File: config.mk
export PLATFORM = sky130hd
export DESIGN_NAME = vga_sync_decoder
export DESIGN_NICKNAME = d
export VERILOG_FILES = /design/src/rtl/vga_sync_decoder.sv
export SDC_FILE = /design/constraint.sdc
export NUM_CORES = 1
export LEC_CHECK = 0
export BUFFER_PORTS_ARGS = -buffer_cell sky130_fd_sc_hd__buf_2
export CAP_MARGIN = 20
export CORE_ASPECT_RATIO = 1.75
export CORE_MARGIN = 1.5
export CORE_UTILIZATION = 59
export DETAILED_ROUTE_END_ITERATION = 10
export GPL_ROUTABILITY_DRIVEN = 0
export PLACE_DENSITY_LB_ADDON = 0.1
export SLEW_MARGIN = 10
export SYNTH_ARGS = -nofsm -noshare
export SYNTH_HDL_FRONTEND = slang
export SYNTH_SLANG_ARGS = --single-unit
File: constraint.sdc
create_clock -name pixel_clk -period 9.85 [get_ports pixel_clk]
set_input_delay 1.4775 -clock pixel_clk [delete_from_list [all_inputs] [get_ports pixel_clk]]
set_output_delay 1.4775 -clock pixel_clk [all_outputs]
set_load 0.005 [all_outputs]
File: src/rtl/vga_sync_decoder.sv
// Recovers column/row/disp_ena from a VGA sync stream (1-clock latency), verifies line/frame geometry with a
// lock FSM and captures a probe pixel. Defining VGA_DECODE_CRC_EN adds a per-frame CRC-16 of the visible pixels.
module vga_sync_decoder #(
  parameter int   H_START  = 144,
  parameter int   H_ACTIVE = 640,
  parameter int   H_TOTAL  = 800,
  parameter int   V_START  = 35,
  parameter int   V_ACTIVE = 480,
  parameter int   V_TOTAL  = 525,
  parameter logic H_POL    = 1'b0,
  parameter logic V_POL    = 1'b0
) (
  input  logic        pixel_clk,
  input  logic        reset_n,
  input  logic        h_sync,
  input  logic        v_sync,
  input  logic [3:0]  r_in,
  input  logic [3:0]  g_in,
  input  logic [3:0]  b_in,
  input  logic [9:0]  probe_col,
  input  logic [9:0]  probe_row,
  output logic [9:0]  column,
  output logic [9:0]  row,
  output logic        disp_ena,
  output logic [11:0] rgb_out,
  output logic        locked,
  output logic        sync_err,
  output logic [11:0] line_len,
  output logic [10:0] frame_lines,
  output logic [11:0] probe_rgb,
  output logic        probe_valid,
  output logic [15:0] frame_crc
);

  typedef enum logic [1:0] {UNLOCKED, MEASURE, LOCKED} lock_state_t;

  localparam logic [11:0] H_START_C = 12'(H_START);
  localparam logic [11:0] H_END_C   = 12'(H_START + H_ACTIVE);
  localparam logic [11:0] H_TOTAL_C = 12'(H_TOTAL);
  localparam logic [11:0] H_TMO_C   = 12'(2 * H_TOTAL);
  localparam logic [10:0] V_START_C = 11'(V_START);
  localparam logic [10:0] V_END_C   = 11'(V_START + V_ACTIVE);
  localparam logic [10:0] V_TOTAL_C = 11'(V_TOTAL);

  lock_state_t state;
  logic        hs_q, vs_q, skip_q, bad_q, probe_done;
  logic [11:0] hcnt_q;
  logic [10:0] vcnt_q;

  logic        hs_le, vs_le, timeout, len_bad, frame_bad, active, ena;
  logic [11:0] hcnt_inc, hcnt_cur, rgb_cur;
  logic [10:0] vcnt_cur, frame_cnt;
  logic [9:0]  col_cur, row_cur;

  // Counts describe the sample currently on the inputs; registering them gives the 1-clock latency.
  always_comb begin
    hs_le     = (h_sync == H_POL) && (hs_q != H_POL);
    vs_le     = (v_sync == V_POL) && (vs_q != V_POL);
    hcnt_inc  = (hcnt_q == 12'hFFF) ? 12'hFFF : hcnt_q + 12'd1;
    hcnt_cur  = hs_le ? 12'd0 : hcnt_inc;
    frame_cnt = vcnt_q + {10'd0, hs_le};
    if (vs_le)
      vcnt_cur = 11'd0;
    else if (hs_le && vcnt_q != 11'h7FF)
      vcnt_cur = vcnt_q + 11'd1;
    else
      vcnt_cur = vcnt_q;
    timeout   = (hcnt_cur == H_TMO_C);
    len_bad   = hs_le && !skip_q && (hcnt_inc != H_TOTAL_C);
    frame_bad = (frame_cnt != V_TOTAL_C);
    active    = (hcnt_cur >= H_START_C) && (hcnt_cur < H_END_C) &&
                (vcnt_cur >= V_START_C) && (vcnt_cur < V_END_C);
    ena       = active && locked;
    col_cur   = active ? 10'(hcnt_cur - H_START_C) : 10'd0;
    row_cur   = active ? 10'(vcnt_cur - V_START_C) : 10'd0;
    rgb_cur   = ena ? {r_in, g_in, b_in} : 12'd0;
  end

  always_ff @(posedge pixel_clk or negedge reset_n) begin
    if (!reset_n) begin
      hs_q        <= H_POL;
      vs_q        <= V_POL;
      hcnt_q      <= 12'd0;
      vcnt_q      <= 11'd0;
      column      <= 10'd0;
      row         <= 10'd0;
      disp_ena    <= 1'b0;
      rgb_out     <= 12'd0;
      line_len    <= 12'd0;
      frame_lines <= 11'd0;
      probe_rgb   <= 12'd0;
      probe_valid <= 1'b0;
      probe_done  <= 1'b0;
    end else begin
      hs_q        <= h_sync;
      vs_q        <= v_sync;
      hcnt_q      <= hcnt_cur;
      vcnt_q      <= vcnt_cur;
      column      <= col_cur;
      row         <= row_cur;
      disp_ena    <= ena;
      rgb_out     <= rgb_cur;
      probe_valid <= 1'b0;
      if (hs_le)
        line_len <= hcnt_inc;
      if (vs_le) begin
        frame_lines <= frame_cnt;
        probe_done  <= 1'b0;
      end else if (ena && !probe_done && col_cur == probe_col && row_cur == probe_row) begin
        probe_rgb   <= rgb_cur;
        probe_valid <= 1'b1;
        probe_done  <= 1'b1;
      end
    end
  end

  // skip_q masks the first line after reset/timeout, whose start point is unknown.
  always_ff @(posedge pixel_clk or negedge reset_n) begin
    if (!reset_n) begin
      state    <= UNLOCKED;
      bad_q    <= 1'b0;
      skip_q   <= 1'b1;
      locked   <= 1'b0;
      sync_err <= 1'b0;
    end else begin
      sync_err <= 1'b0;
      if (timeout)
        skip_q <= 1'b1;
      else if (hs_le)
        skip_q <= 1'b0;
      case (state)
        UNLOCKED: begin
          if (vs_le) begin
            state <= MEASURE;
            bad_q <= 1'b0;
          end
        end
        MEASURE: begin
          if (vs_le) begin
            if (!bad_q && !len_bad && !frame_bad) begin
              state  <= LOCKED;
              locked <= 1'b1;
            end
            bad_q <= 1'b0;
          end else if (len_bad || timeout) begin
            bad_q <= 1'b1;
          end
        end
        LOCKED: begin
          if (len_bad || timeout || (vs_le && frame_bad)) begin
            state    <= UNLOCKED;
            locked   <= 1'b0;
            sync_err <= 1'b1;
          end
        end
        default: begin
          state  <= UNLOCKED;
          locked <= 1'b0;
        end
      endcase
    end
  end

`ifdef VGA_DECODE_CRC_EN
  logic [15:0] crc_q;

  function automatic logic [15:0] crc_step(input logic [15:0] c, input logic [11:0] d);
    logic [15:0] x;
    x = c;
    for (int i = 11; i >= 0; i--)
      x = {x[14:0], 1'b0} ^ ((x[15] ^ d[i]) ? 16'h1021 : 16'h0000);
    return x;
  endfunction

  always_ff @(posedge pixel_clk or negedge reset_n) begin
    if (!reset_n) begin
      crc_q     <= 16'hFFFF;
      frame_crc <= 16'h0000;
    end else if (vs_le) begin
      if (locked)
        frame_crc <= crc_q;
      crc_q <= 16'hFFFF;
    end else if (ena) begin
      crc_q <= crc_step(crc_q, rgb_cur);
    end
  end
`else
  assign frame_crc = 16'h0000;
`endif

endmodule

After elaboration in Yosys (flattened, before gate mapping):

Index checks and enable logic that the tools add are counted.

* register bits: 101
* input bits: 36
* output and inout port bits: 87
* word-level logic and storage cells: 103

* add/sub/neg operators: 5
* order comparisons: 4
* eq/ne operators: 14
* mux-type cells: 28
* bitwise operators: 4
* reduce and logical (&&, ||, !) cells: 30

Operator list (count)
* 12-bit 2-to-1 mux: 3
* 11-bit 2-to-1 mux: 2
* 10-bit == test: 2
* 10-bit 2-to-1 mux: 2
* 1-bit logical AND: 15
* 1-bit 2-to-1 mux: 14
* 12-bit by 1-bit adder with 12-bit output (second input constant): 1
* 12-bit by 11-bit == test with 1-bit output (second input constant): 1
* 12-bit == test (second input constant): 1
* 12-bit by 8-bit greater-or-equal comparator with 1-bit output (second input constant): 1
* 12-bit by 10-bit less-than comparator with 1-bit output (second input constant): 1
* 12-bit by 10-bit != test with 1-bit output (second input constant): 1
* 11-bit by 1-bit adder with 11-bit output: 1
* 11-bit by 1-bit adder with 11-bit output (second input constant): 1
* 11-bit by 6-bit greater-or-equal comparator with 1-bit output (second input constant): 1
* 11-bit by 10-bit less-than comparator with 1-bit output (second input constant): 1
* 11-bit by 10-bit != test with 1-bit output (second input constant): 1
* 11-bit != test (second input constant): 1
* 10-bit by 6-bit subtractor with 10-bit output (second input constant): 1
* 10-bit by 8-bit subtractor with 10-bit output (second input constant): 1
* 2-bit 2-to-1 mux: 4
* 2-bit != test (second input constant): 4
* 4-bit AND reduction: 2
* 2-bit case mux with 3 select lines: 1
* 12 further kinds: 22

Longest topological paths before layout:

* word-level depth: 14
* mapped depth: 18
* gate-level depth less buffers: 15

Worst setup path before layout:

No wires, ideal clock.

* path kind: in2reg
* from: input port h_sync
* to: register probe_rgb[10]
* library setup time: 0.125 ns
* data arrival time: 4.983 ns
* required time: 9.725 ns
* slack: 4.742 ns
* cell stages on the path: 16
* buffers on the path: 3
* cell sequence: nand2b_1 clkinv_1 clkbuf_1 buf_1 nand3_1 a21oi_1 ha_1 inv_1 a22oi_1 xor2_1 o221ai_1 or4b_1 nor4b_1 and4bb_4 buf_12 mux2_4

* cells in the longest elaborated chain, start to end: 13
* elaborated cells on any way between the ends: 25
* those cells by class: 2 x add/sub; 4 x order compare; 2 x eq/ne; 6 x mux; 1 x bitwise; 10 x reduce/logical

RTL lines
* start: declaration: line 15 `input logic h_sync,`
* 1-bit NOT (*): line 57 `hs_le = (h_sync == H_POL) && (hs_q != H_POL);`
* 1-bit logical AND (*): line 57
* 1-bit logical AND (*): line 64 `else if (hs_le && vcnt_q != 11'h7FF)`
* 11-bit 2-to-1 mux (*): line 64
* 11-bit 2-to-1 mux (*): line 62 `if (vs_le)`
* via vcnt_cur[1]: line 52 `logic [10:0] vcnt_cur, frame_cnt;`
* 11-bit by 6-bit greater-or-equal comparator with 1-bit output: line 72 `(vcnt_cur >= V_START_C) && (vcnt_cur < V_END_C);`
* 1-bit logical AND: line 71 `active = (hcnt_cur >= H_START_C) && (hcnt_cur < H_END_C) &&`
* 1-bit logical AND: line 72
* 10-bit 2-to-1 mux / 1-bit logical AND (equally long branches): line 74, 73
* 10-bit == test / 1-bit logical AND (equally long branches): line 109 `end else if (ena && !probe_done && col_cur == probe_col && row_cur == probe_row) begin`
* 1-bit logical AND (2 in series): line 109
* 2-bit AND reduction (no line)
* end signal: assignment: line 110 `probe_rgb <= rgb_cur;`
* end: declaration: line 30 `output logic [11:0] probe_rgb,`

The timed path passes the listed nets; every way through them passes the cells marked *.
A chain may end at the register's enable or synchronous reset.

Worst setup path after layout:

* from: input port h_sync
* to: register probe_rgb[2]

* cells in the longest elaborated chain, start to end: 13
* elaborated cells on any way between the ends: 25
* those cells by class: 2 x add/sub; 4 x order compare; 2 x eq/ne; 6 x mux; 1 x bitwise; 10 x reduce/logical

RTL lines (line)
* 1-bit NOT (*): 57
* 1-bit logical AND (*): 57
* 1-bit logical AND: 64
* 11-bit 2-to-1 mux: 64
* 11-bit 2-to-1 mux: 62
* 11-bit by 6-bit greater-or-equal comparator with 1-bit output: 72
* 1-bit logical AND: 71
* 1-bit logical AND: 72
* 10-bit 2-to-1 mux / 1-bit logical AND (equally long branches): 74, 73
* 10-bit == test / 1-bit logical AND (equally long branches): 109
* 1-bit logical AND (2 in series): 109
* 2-bit AND reduction (no line)

Mark *: on every way between the ends. The rest lies on a longest branch, timed or not.

==> implementation parameters <==
Parameter                              Value

Run status
  Run status    complete, no violations

GRT
  GRT Residual Overflow    0
  Total track usage    just over 30%
  Pin count of the biggest net entering global routing    between 60 and 70
  Vias in the first global route    about 5000
  Wire length of the first global-routing pass    between 20000 and 25000 um
  Initial antenna violation count    0

Layout
  Share of cells above drive strength 1    22.87%
  Most frequent cells in the layout    105 x sky130_fd_sc_hd__buf_2, 100 x sky130_fd_sc_hd__dfrtp_1, 58 x sky130_fd_sc_hd__nor2_1
  Layout Nets    around 740
  Most common cell after layout, fill and taps aside    sky130_fd_sc_hd__buf_2
  Filler Cell Count    between 700 and 800
  Antenna cell count    0
  Layout area overhead    13.20%

Route
  Iteration-0 DRC count of the detailed router    roughly 430
  Total wire length    15430 um
  Count of vias placed by the detailed router    ~5000
  First-pass detailed-route iteration total    5
  Via/cell ratio    around 6
  Number of nets still failing antenna checks after routing    0
  DRC violations left    0
  Average wire per cell in the routed design    about 19 um

Logic synthesis
  Area fraction in compound gates after synthesis    between 10 and 15%
  EDFF count, synth    0
  Per-instance average area after synthesis    ~9.4 um2
  Register area share after synthesis    roughly 44%
  Mux cell area share after synthesis    under 10%
  Primary FF master, synth    sky130_fd_sc_hd__dfrtp_1
  Ys async rst share    between 90% and 100%
  Yosys reg bits    101
  Instance count of the mapped netlist    612
  Fraction of the mapped netlist area in adder cells    approximately 1.7%
  Area share of xor/xnor cells in the synthesized design    5.032%
  Number of distinct library cells after synthesis    84
  Netlist area before placement    around 0.0057 mm2
  Post-synthesis simple-gate area fraction    a little under a quarter
  Count of yosys warnings during synthesis    0
  Largest family of logic cells by synthesized area    simple AND/OR/NAND/NOR gates

Clock network
  TritonCTS buffer count    9
  Cts hold-fix bufs    0
  Clock tree from TritonCTS    built
  Clk sink count    ~100
  Maximum buffer depth of the clock tree    2
  CTS root buffer    sky130_fd_sc_hd__clkbuf_16
  Clock transition at the registers of the reported paths    ~0.07 ns
  Post-cts resize count    0
  Post-CTS setup-driven buffer insertion count    0
  Insertion delay to the later sink of the worst-skew pair    ~0.35 ns
  H-tree lvl count    3

Placed design
  HPWL after DPL    about 11000 um
  # port buffers    ~110

Floorplan
  Vert. Die Dim    133.5 um
  Die outline area    around 0.010 mm2
  Initial cell density of the core    between 60% and 70%
  Boundary Pins    around 120
  Core Footprint    between 0.009 and 0.01 mm2
  Standard-cell row count    47
  Die width    slightly below 80 um

Pwr
  Max rail drop VDD    about 0.0001 V
  Switch share    between 20 and 30%
  Clock Power Share    36.7%
  Internal power component    ~660 uW
  Pwr per Cell Area    143.2 mW/mm2
  Switching component of the power    roughly 270 uW
  Combinational share of power    around 14%
  Share of total power in sequential cells    around half
  Lkg Pwr    between 0.003 and 0.004 uW

Timing
  Worst-Margin Slew    approximately 1.1 ns
  Final hold vios    0
  Remaining max-slew budget at the tightest pin    a little under 30%
  Total of endpoints with negative setup slack in the final report    0
  Accumulated negative setup slack    0 ns
  Worst hold slack    about 0.46 ns
  Worst Skew    just under 0.01 ns
  Fin. max-slew vios    0
  Peak clock frequency supported by timing    approximately 0.17 GHz
  RSZ-0062 raised after global routing    false
  Share of the cycle needed by the critical path after routing    between 60% and 70%
  Fin crit period    between 5 and 6 ns

Setup path
  Kind of launch point of the worst setup path    input port
  CP arrival    about 6.2 ns
  Type of the worst setup path    in2reg
  Top fanout value on the critical path    38
  Delay of the slowest cell on the worst path    approximately 0.95 ns
  Endpoint required time on the critical path    10.09 ns
  Cells on worst reg2reg path    15
  Series of cell instances along the critical path    buf_2, nand2b_1, buf_4, clkinv_1, nand3_1, o311ai_0, o41ai_1, or4_4, and4_4, a211o_2, a222oi_1, and4bb_4, mux2_2
  Critical-path cell with the highest stage delay    sky130_fd_sc_hd__o311ai_0
  Sort of element at the end of the critical path    register

Min path
  Cell depth of the worst hold path    2
  Worst hold path type    reg2reg

Run
  Max-cap violations    0
## cells in the mapped netlist, types with 3 or more instances
cell,count,share of area [%]
sky130_fd_sc_hd__dfrtp_1,100,44
sky130_fd_sc_hd__or2_2,3,0.33
sky130_fd_sc_hd__buf_4,19,2.5
sky130_fd_sc_hd__nor4_1,10,1.1
sky130_fd_sc_hd__a21oi_1,13,1.1
sky130_fd_sc_hd__o31ai_1,7,0.91
sky130_fd_sc_hd__xor2_1,8,1.2
sky130_fd_sc_hd__o21ai_0,37,3.2
sky130_fd_sc_hd__o211a_1,5,0.87
sky130_fd_sc_hd__nand3_1,24,2.1
sky130_fd_sc_hd__o21a_1,4,0.52
sky130_fd_sc_hd__nand4_1,13,1.4
sky130_fd_sc_hd__or3_1,3,0.33
sky130_fd_sc_hd__clkbuf_1,21,1.4
sky130_fd_sc_hd__nor3_1,24,2.1
sky130_fd_sc_hd__a31oi_1,6,0.65
sky130_fd_sc_hd__and4_1,5,0.76
sky130_fd_sc_hd__nand2_1,56,3.7
sky130_fd_sc_hd__nor4b_1,4,0.61
sky130_fd_sc_hd__a211oi_1,9,1.2
sky130_fd_sc_hd__o21bai_1,3,0.39
sky130_fd_sc_hd__nor2b_1,4,0.44
sky130_fd_sc_hd__o41ai_1,3,0.46
sky130_fd_sc_hd__mux2_4,9,2.4
sky130_fd_sc_hd__nand2b_1,5,0.54
sky130_fd_sc_hd__mux2i_1,4,0.70
sky130_fd_sc_hd__buf_6,5,0.98
sky130_fd_sc_hd__xnor2_1,25,3.8
sky130_fd_sc_hd__or4_1,3,0.39
sky130_fd_sc_hd__ha_1,8,1.7
sky130_fd_sc_hd__and3_2,5,0.65
sky130_fd_sc_hd__a211o_1,4,0.61
sky130_fd_sc_hd__and2_1,5,0.54
sky130_fd_sc_hd__mux2_2,3,0.59
sky130_fd_sc_hd__nor2_1,58,3.8
sky130_fd_sc_hd__and3_1,15,1.6
sky130_fd_sc_hd__inv_1,24,1.6
## metrics by stage
| stage | worst slack [ns] | util (%) | cells | cell area [um2] | total power, uW |
|---|---|---|---|---|---|
| after global placement | 3.434 | 65.42 | 808 | 6193 | 589.9 |
| after detailed placement | 3.083 | 65.42 | 808 | 6193 | 593.2 |
| final | 3.914 | 68.68 | 826 | 6502 | 931.0 |
| after global routing | 3.659 | 68.68 | 826 | 6502 | 966.2 |
| after floorplan | 4.742 | - | 627 | 5801 | 542.7 |
| after CTS | 3.435 | 68.40 | 824 | 6476 | 932.9 |
## cells by family (layout without fill, tap and decap cells)
| family | Yosys count | in the layout |
|---|---|---|
| AOI/OAI and AO/OA | 122 | 122 |
| and+or+nand+nor | 256 | 256 |
| xor gates and xnor gates | 33 | 33 |
| muxes | 16 | 16 |
| other | 1 | 16 |
| DFF | 101 | 101 |
| adders and majority gates | 8 | 8 |
| buffers and inverters | 75 | 152 |
## registers in the layout, summed over array words and instances, names as in the netlist, 2 cells and up
| signal | flops |
|---|---|
| column | 10 |
| probe_rgb | 12 |
| line_len | 12 |
| hcnt_q | 12 |
| frame_lines | 11 |
| rgb_out | 12 |
| state | 2 |
| row | 10 |
| vcnt_q | 11 |
## per-layer routing
metal | part of all wire (%) | vias to the layer above | GRT usage (%)
met1 | 35 | 2410 | 31.59
met5 | 0 | - | 0
met4 | 6.6 | 0 | 22.02
met3 | 5.6 | 72 | 4.315
li1 | - | 2348 | -
met2 | 53 | 267 | 53.91
## power groups by stage
stage	logic, uW	registers, uW	clock network (uW)
floorplan	92.5	450	0
global placement	129	461	0
detailed placement	131	463	0
CTS	131	455	347
global route	147	458	361
finish	134	456	342
## worst paths after layout
path	from	to	slack, ns
max	h_sync	probe_rgb[2]	3.91
min	skip_q	skip_q	0.46
max reg2reg	hcnt_q[0]	probe_rgb[2]	4.37
min reg2reg	skip_q	skip_q	0.46
max in group asynchronous	reset_n	frame_lines[7]	7.57
min in group asynchronous	reset_n	vcnt_q[10]	1.09
## critical path, delay by kind of cell
| family | cells | cell delay [ns] |
|---|---|---|
| buf+inv | 3 | 0.82 |
| simple gates | 5 | 1.60 |
| compound gates | 4 | 1.87 |
| mux | 1 | 0.39 |
## cell type report
cell class | instances | area (um2) | share of cell area, %
inverters | 25 | 93.84 | 1.443
flip-flops and latches | 101 | 2529 | 38.89
repair buffers | 111 | 581.8 | 8.947
clock buffers | 9 | 225.2 | 3.464
clock inverters | 7 | 57.56 | 0.8851
well taps | 122 | 152.6 | 2.348
multi-input cells | 451 | 2863 | 44.03
No activity file was read; power rests on OpenSTA's default activity.
